## config.mk

```make
export PLATFORM = sky130hd
export DESIGN_NAME = basicio_debounce
export DESIGN_NICKNAME = d
export VERILOG_FILES = /design/src/rtl/basicio_debounce.sv
export SDC_FILE = /design/constraint.sdc
export NUM_CORES = 1
export LEC_CHECK = 0
export ABC_AREA = 1
export CAP_MARGIN = 5
export CORE_MARGIN = 10
export CORE_UTILIZATION = 57
export DETAILED_ROUTE_END_ITERATION = 8
export PLACE_DENSITY = 0.77
export SETUP_SLACK_MARGIN = 0.5
export SLEW_MARGIN = 40
export SYNTH_ARGS = -nofsm -noshare
export SYNTH_HDL_FRONTEND = slang
export SYNTH_SLANG_ARGS = --single-unit
```

## constraint.sdc

```tcl
create_clock -name hba_clk -period 2.09 [get_ports hba_clk]
set_clock_uncertainty 0.2 [all_clocks]
set_input_delay 0.418 -clock hba_clk [delete_from_list [all_inputs] [get_ports hba_clk]]
set_output_delay 0.418 -clock hba_clk [all_outputs]
set_load 0.005 [all_outputs]
```

## src/rtl/basicio_debounce.sv

```systemverilog
// Push-button conditioner: per-bit synchroniser, stability-counter debounce, edge pulses.
// Optional auto-repeat pulses are compiled in with `define BASICIO_AUTOREPEAT_EN.
module basicio_debounce #(
  parameter int unsigned NUM_BUTTONS     = 8,
  parameter int unsigned SYNC_STAGES     = 2,
  parameter int unsigned DEBOUNCE_CYCLES = 250000,
  parameter int unsigned CNT_WIDTH       = 18,
  parameter int unsigned REPEAT_DELAY    = 25000000,
  parameter int unsigned REPEAT_PERIOD   = 5000000,
  parameter int unsigned REPEAT_WIDTH    = 25
) (
  input  logic                   hba_clk,
  input  logic                   hba_reset,
  input  logic [NUM_BUTTONS-1:0] button_raw,
  output logic [NUM_BUTTONS-1:0] button_clean,
  output logic [NUM_BUTTONS-1:0] button_rise,
  output logic [NUM_BUTTONS-1:0] button_fall,
  output logic                   button_change,
  output logic [NUM_BUTTONS-1:0] button_repeat
);

  localparam logic [CNT_WIDTH-1:0] DEB_LIM = CNT_WIDTH'(DEBOUNCE_CYCLES - 1);

  // Elaboration-time parameter sanity checks
  if (SYNC_STAGES < 2 || SYNC_STAGES > 4) begin : g_bad_sync
    $error("basicio_debounce: SYNC_STAGES must be 2..4");
  end
  if (DEBOUNCE_CYCLES < 1 || ((DEBOUNCE_CYCLES - 1) >> CNT_WIDTH) != 0) begin : g_bad_deb
    $error("basicio_debounce: DEBOUNCE_CYCLES-1 must fit in CNT_WIDTH and be >= 0");
  end
  if (REPEAT_DELAY < 1 || REPEAT_PERIOD < 1 || REPEAT_WIDTH < 1 ||
      ((REPEAT_DELAY - 1) >> REPEAT_WIDTH) != 0 ||
      ((REPEAT_PERIOD - 1) >> REPEAT_WIDTH) != 0) begin : g_bad_rep
    $error("basicio_debounce: repeat limits must fit in REPEAT_WIDTH");
  end

  logic [SYNC_STAGES-1:0][NUM_BUTTONS-1:0] sync_q, sync_d;
  logic [NUM_BUTTONS-1:0][CNT_WIDTH-1:0]   cnt_q, cnt_d;
  logic [NUM_BUTTONS-1:0]                  clean_q, clean_d;
  logic [NUM_BUTTONS-1:0]                  rise_q, rise_d;
  logic [NUM_BUTTONS-1:0]                  fall_q, fall_d;
  logic                                    change_q, change_d;
  logic [NUM_BUTTONS-1:0]                  sync_last;

  assign sync_last = sync_q[SYNC_STAGES-1];

  // Synchroniser shift and per-bit debounce next state
  always_comb begin
    sync_d  = {sync_q[SYNC_STAGES-2:0], button_raw};
    cnt_d   = cnt_q;
    clean_d = clean_q;
    rise_d  = '0;
    fall_d  = '0;
    for (int unsigned i = 0; i < NUM_BUTTONS; i++) begin
      if (sync_last[i] == clean_q[i]) begin
        cnt_d[i] = '0;
      end else if (cnt_q[i] >= DEB_LIM) begin
        cnt_d[i]   = '0;
        clean_d[i] = sync_last[i];
        rise_d[i]  = sync_last[i];
        fall_d[i]  = ~sync_last[i];
      end else begin
        cnt_d[i] = cnt_q[i] + CNT_WIDTH'(1);
      end
    end
    change_d = (|rise_d) | (|fall_d);
  end

  always_ff @(posedge hba_clk) begin
    if (hba_reset) begin
      sync_q   <= '0;
      cnt_q    <= '0;
      clean_q  <= '0;
      rise_q   <= '0;
      fall_q   <= '0;
      change_q <= 1'b0;
    end else begin
      sync_q   <= sync_d;
      cnt_q    <= cnt_d;
      clean_q  <= clean_d;
      rise_q   <= rise_d;
      fall_q   <= fall_d;
      change_q <= change_d;
    end
  end

  assign button_clean  = clean_q;
  assign button_rise   = rise_q;
  assign button_fall   = fall_q;
  assign button_change = change_q;

`ifdef BASICIO_AUTOREPEAT_EN
  localparam logic [REPEAT_WIDTH-1:0] RD_LIM = REPEAT_WIDTH'(REPEAT_DELAY - 1);
  localparam logic [REPEAT_WIDTH-1:0] RP_LIM = REPEAT_WIDTH'(REPEAT_PERIOD - 1);

  logic [NUM_BUTTONS-1:0][REPEAT_WIDTH-1:0] rcnt_q, rcnt_d;
  logic [NUM_BUTTONS-1:0]                   phase_q, phase_d;
  logic [NUM_BUTTONS-1:0]                   repeat_q, repeat_d;

  // Held-button repeat timer; phase selects initial delay vs steady period
  always_comb begin
    rcnt_d   = rcnt_q;
    phase_d  = phase_q;
    repeat_d = '0;
    for (int unsigned i = 0; i < NUM_BUTTONS; i++) begin
      if (!clean_d[i] || rise_d[i]) begin
        rcnt_d[i]  = '0;
        phase_d[i] = 1'b0;
      end else if (rcnt_q[i] >= (phase_q[i] ? RP_LIM : RD_LIM)) begin
        rcnt_d[i]   = '0;
        phase_d[i]  = 1'b1;
        repeat_d[i] = 1'b1;
      end else begin
        rcnt_d[i] = rcnt_q[i] + REPEAT_WIDTH'(1);
      end
    end
  end

  always_ff @(posedge hba_clk) begin
    if (hba_reset) begin
      rcnt_q   <= '0;
      phase_q  <= '0;
      repeat_q <= '0;
    end else begin
      rcnt_q   <= rcnt_d;
      phase_q  <= phase_d;
      repeat_q <= repeat_d;
    end
  end

  assign button_repeat = repeat_q;
`else
  assign button_repeat = '0;
`endif

endmodule

```

* Word-level counts from Yosys, hierarchy flattened
Cells that the tools add are included.
Storage, ports and cells: register bits after elaboration 185, input port bits 10, output and inout port bits 33, word-level logic and storage cells 112
Operators by class: add/subtract/negate cells 8, $lt $le $gt $ge 8, equal/unequal tests 8, muxes and demuxes 32, bitwise logic cells 17, reductions and logical operators 18
Operators with widths (number):
- 18-bit by 1-bit adder with 18-bit output, second input constant | 8
- 18-bit greater-or-equal comparator, second input constant | 8
- 1-bit 2-to-1 mux | 32
- 3-bit OR reduction | 8
- 1-bit inverter | 16
- 2-bit AND reduction | 8
- 8-bit OR reduction | 2
- 1-bit == test | 8
- 1-bit bitwise OR | 1

* Logic depth before layout (Yosys ltp)
word-level depth 5, gate-level depth with buffers 13, mapped depth without buffers 13

* Worst setup path after synthesis
OpenSTA, ideal clock, no wires.
kind reg2reg, start reg cnt_q[18] (netlist bit), end reg cnt_q[34] (netlist bit), library setup time 112 ps, arrival time 1474 ps, required time 1778 ps, setup slack 303 ps, cell stages (with the launch flop) 12, path buffers 0, period minus slack after synthesis 1787 ps, cell sequence dfxtp_1 -> ha_1 -> nand2_2 -> nor2_4 -> nand2_2 -> nor2_4 -> nand4_2 -> or2_4 -> nor2_1 -> nand2_1 -> nand2_1 -> nor2_1
On the way: word-level cells in the longest chain between the ends 2, elaborated cells between the ends (all ways) 3
Ends and longest elaborated chain:
- start: declaration | RTL line 38 | logic [NUM_BUTTONS-1:0][CNT_WIDTH-1:0] cnt_q, cnt_d;
- start signal: assignment | RTL line 79 | cnt_q <= cnt_d;
- 18-bit greater-or-equal comparator | RTL line 57 | end else if (cnt_q[i] >= DEB_LIM) begin
- 3-bit OR reduction (no source line)
Several ways; a longest one is shown, not always the timed one. A chain may end at the register's enable or synchronous reset.

* Final worst setup path
start reg cnt_q[95] (netlist bit), end reg change_q (netlist: button_change)
On the way: word-level cells in the longest chain between the ends 5, elaborated cells between the ends (all ways) 8
Ends and longest elaborated chain:
- 18-bit greater-or-equal comparator * | RTL line 57
- 1-bit 2-to-1 mux | RTL line 57
- 1-bit 2-to-1 mux | RTL line 55 | if (sync_last[i] == clean_q[i]) begin
- 8-bit OR reduction | RTL line 66 | change_d = (|rise_d) | (|fall_d);
- 1-bit bitwise OR * | RTL line 66
- end signal: assignment | RTL line 83 | change_q <= change_d;
- end: declaration | RTL line 42 | logic change_q, change_d;
Every way passes the cells marked *; elsewhere a longest branch is shown, timed or not.

==> metrics.txt <==
# TYPE chip_impl_metric gauge
chip_impl_info{name="outcome",value="complete, but fails checks"} 1
chip_impl_info{name="failing_checks",value="setup timing"} 1
chip_impl_metric{name="synth.distinct_cells",unit=""} 46
chip_impl_info{name="tritoncts",value="done"} 1
chip_impl_metric{name="floorplan.die.width",unit="um"} 142.1
chip_impl_metric{name="antenna_found_initial",unit=""} 1
chip_impl_metric{name="drc",unit=""} 0
chip_impl_metric{name="clk_transition_reported_paths",unit="ps"} 80
chip_impl_metric{name="netlist.area_leader.share",unit="%"} 43.56
chip_impl_info{name="cts_root_buf",value="clkbuf_16"} 1
chip_impl_metric{name="fp.coreArea",unit="um^2"} 14590
chip_impl_metric{name="fin_worst_hold_slack",unit="ps"} 212.3
chip_impl_metric{name="timing.critical_path.fanout_max",unit=""} 4
chip_impl_metric{name="fin_crit_sh",unit="%"} 100.3
chip_impl_metric{name="clk-insertion-delay-late",unit="ps"} 460
chip_impl_metric{name="start_util",unit="%"} 58.28
chip_impl_metric{name="grt_pass1_wl",unit="um"} 37340
chip_impl_metric{name="period_minus_slack",unit="ps"} 2097
chip_impl_metric{name="drt-vias-per-instance",unit=""} 6.285
chip_impl_metric{name="multi_input_area",unit="um^2"} 5936
chip_impl_metric{name="fraction_of_final_layout_cells_sized_beyond_drive_strength_1",unit="%"} 50.29
chip_impl_metric{name="route.vias.total",unit=""} 9717
chip_impl_metric{name="synth-seq-cells",unit=""} 185
chip_impl_info{name="unrepaired_setup_endpoints_after_global_routing",value="yes"} 1
chip_impl_metric{name="drt_wl_total",unit="um"} 34560
chip_impl_metric{name="worst-endpoint-arrival",unit="ps"} 2210
chip_impl_metric{name="postSynth.asyncResetShare",unit="%"} 0
chip_impl_metric{name="peakVddDrop",unit="mV"} 0.6260
chip_impl_metric{name="grt_usage",unit="%"} 22.47
chip_impl_info{name="setup.worst_path.class",value="reg -> reg"} 1
chip_impl_metric{name="setup_viol",unit=""} 1
chip_impl_info{name="endpoint_kind",value="flop"} 1
chip_impl_metric{name="port-buffer-count",unit=""} 34
chip_impl_metric{name="cts.sink_count",unit=""} 185
chip_impl_metric{name="yosys_warnings",unit=""} 0
chip_impl_metric{name="number_of_synthesized_flops_with_an_enable_pin",unit=""} 0
chip_impl_metric{name="layout.filler_cells",unit=""} 530
chip_impl_metric{name="syn2layout_area_growth",unit="%"} 52.32
chip_impl_metric{name="slew_headroom",unit="%"} 63.34
chip_impl_info{name="synth.area.top_cells",value="dfxtp_1 (44%), nor2_1 (10%), nand2_1 (8.6%)"} 1
chip_impl_metric{name="wl_per_cell",unit="um"} 22.35
chip_impl_metric{name="cts_hold_buffers",unit=""} 0
chip_impl_metric{name="yosysSeqAreaShare",unit="%"} 43.56
chip_impl_metric{name="timing.critical_path.required",unit="ps"} 2200
chip_impl_metric{name="die_area",unit="um^2"} 20200
chip_impl_metric{name="die-height",unit="um"} 142.1
chip_impl_info{name="yosys.cell_count.top_type",value="nor2_1"} 1
chip_impl_metric{name="power",unit="mW"} 6.907
chip_impl_metric{name="drt_pre_antenna_iters",unit=""} 9
chip_impl_metric{name="grt_start_max_net_pins",unit=""} 37
chip_impl_metric{name="vias_in_the_first_global_route",unit=""} 8028
chip_impl_metric{name="power_leakage",unit="nW"} 5.159
chip_impl_info{name="launching_element_type_of_the_critical_path",value="flop"} 1
chip_impl_metric{name="core.rowCount",unit=""} 44
chip_impl_metric{name="worst_slew_pin_slew",unit="ps"} 549.3
chip_impl_metric{name="post-route-cell-area",unit="um^2"} 12950
chip_impl_metric{name="ctsHtreeMaxLevel",unit=""} 4
chip_impl_metric{name="slew_limit_fails",unit=""} 0
chip_impl_metric{name="post_synth_instance_area",unit="um^2"} 8503
chip_impl_metric{name="cts_buffers",unit=""} 17
chip_impl_metric{name="max-cap-violations",unit=""} 0
chip_impl_info{name="min-delay-path-class",value="reg -> reg"} 1
chip_impl_info{name="yosysTopAreaCell",value="dfxtp_1"} 1
chip_impl_metric{name="max-clock-path-buffers",unit=""} 2
chip_impl_metric{name="n_antenna_cell",unit=""} 0
chip_impl_metric{name="synthCells",unit=""} 1133
chip_impl_metric{name="post-dp-hpwl",unit="um"} 12200
chip_impl_metric{name="placement.cell_area",unit="um^2"} 9239
chip_impl_info{name="synth_ff_type",value="dfxtp_1"} 1
chip_impl_metric{name="route.antenna.remaining_nets",unit=""} 0
chip_impl_metric{name="final_hold_viol_count",unit=""} 0
chip_impl_metric{name="post_synth.cell_area_avg",unit="um^2"} 7.505
chip_impl_metric{name="io-pin-count",unit=""} 43
chip_impl_metric{name="drt_first_iter_violations",unit=""} 1145
chip_impl_metric{name="regArea",unit="um^2"} 3908
chip_impl_metric{name="cellPowerDensity",unit="nW/um^2"} 533.3
chip_impl_metric{name="finalWeightedCongestion",unit=""} 0.8452
chip_impl_metric{name="design.final.nets",unit=""} 1368
chip_impl_info{name="commonest_cells_in_the_synthesized_netlist",value="nor2_1 (228), nand2_1 (195), dfxtp_1 (185)"} 1
chip_impl_metric{name="gr-total-overflow",unit=""} 0
chip_impl_metric{name="worst_slack",unit="ps"} -6.661
chip_impl_metric{name="fmaxAchievable",unit="GHz"} 0.4769
-- cell usage in the layout (no fill, tap or decap), drive strengths merged, types with 11 or more instances in the layout --
cell / netlist / final
nor3: 46 / 46
xnor2: 20 / 20
or2: 11 / 11
buf: 20 / 181
nand4: 23 / 23
nand2: 205 / 205
dfxtp: 185 / 185
xor2: 32 / 32
nor3b: 23 / 23
inv: 150 / 150
a21oi: 40 / 40
nand3: 61 / 61
nor2: 249 / 249
o21ai: 22 / 22
nor4: 11 / 11
clkbuf: 1 / 26
o211ai: 6 / 18
-- power by group --
part	internal, mW	leakage (nW)	switching [mW]
logic	0.0796	3.35	0.136
registers	3.50	1.55	0.0181
clock network	1.65	0.260	1.53
total	5.23	5.16	1.68
-- critical path: stages (launching register included) --
cell	delay, ps
dfxtp_2	360
nor2_2	200
nand2_1	110
nand2_1	140
nand2_1	80
nand2_1	120
nand3_4	110
nand2_2	110
nand2_1	90
nor2_2	190
nand2_1	80
nor2_1	100
nor2_1	60
-- sequential cells by signal, summed over array words and instances, names as in the netlist --
name	flops
button_clean	8
button_fall	8
cnt_q	144
button_change	1
button_rise	8
sync_d	8
sync_last	8
-- kinds of logic (layout without fill, tap and decap cells) --
group / after synthesis / in the layout / share of synthesized area, %
fa+ha+maj: 8 / 8 / 1.177
other cells: 1 / 8 / 0.04410
flops: 185 / 185 / 43.56
xor+xnor: 52 / 52 / 5.356
buf+inv: 171 / 381 / 8.225
simple gates: 633 / 633 / 35.48
compound gates: 83 / 95 / 6.165
-- what timing repair did --
action / 4_1_cts / 5_1_grt
cloned: 14 / 2
pin swaps: 90 / 102
gates resized for setup: 304 / 304
endpoints found under the setup margin: 173 / 169
setup buffers: 93 / 64
-- layer usage --
layer  up-vias  part of all wire (%)  global-route usage [%]
li1       4063                     -                       -
met1      4533                    34                   25.51
met2       797                    47                   38.26
met3       322                    11                   5.808
met4         2                   8.2                   11.19
met5         -                 0.038                       0
-- path summary, 6_finish.rpt --
kind | startpoint | end | slack (ps) | cells past startpoint
hold reg to reg | sync_d[14] | sync_last[6] | 210 | 2
setup reg to reg | cnt_q[95] | button_change | -7 | 12
setup / recovery | cnt_q[95] | button_change | -7 | 12
hold / removal | sync_d[14] | sync_last[6] | 210 | 2
-- stage by stage --
stage | TNS, ps | util [%] | setup slack, ps | cells
finish | -6.661 | 88.78 | -6.661 | 1546
detailed placement | 0 | 63.33 | 93.16 | 1342
CTS | 0 | 78.56 | 282.6 | 1480
global route | -276.7 | 88.78 | -44.09 | 1546
floorplan | 0 | - | 375.2 | 1140
global placement | 0 | 63.33 | 41.57 | 1342
-- area by class of cell --
type | instances | area share (%)
clock inverter | 13 | 0.9660
clock buffer | 18 | 3.313
timing repair inverter | 1 | 0.05796
multi-input combinational | 796 | 45.83
sequential | 185 | 30.17
inverter | 150 | 4.569
timing repair buffer | 199 | 13.32
tap | 184 | 1.777
(Power assumes the default switching activity.)
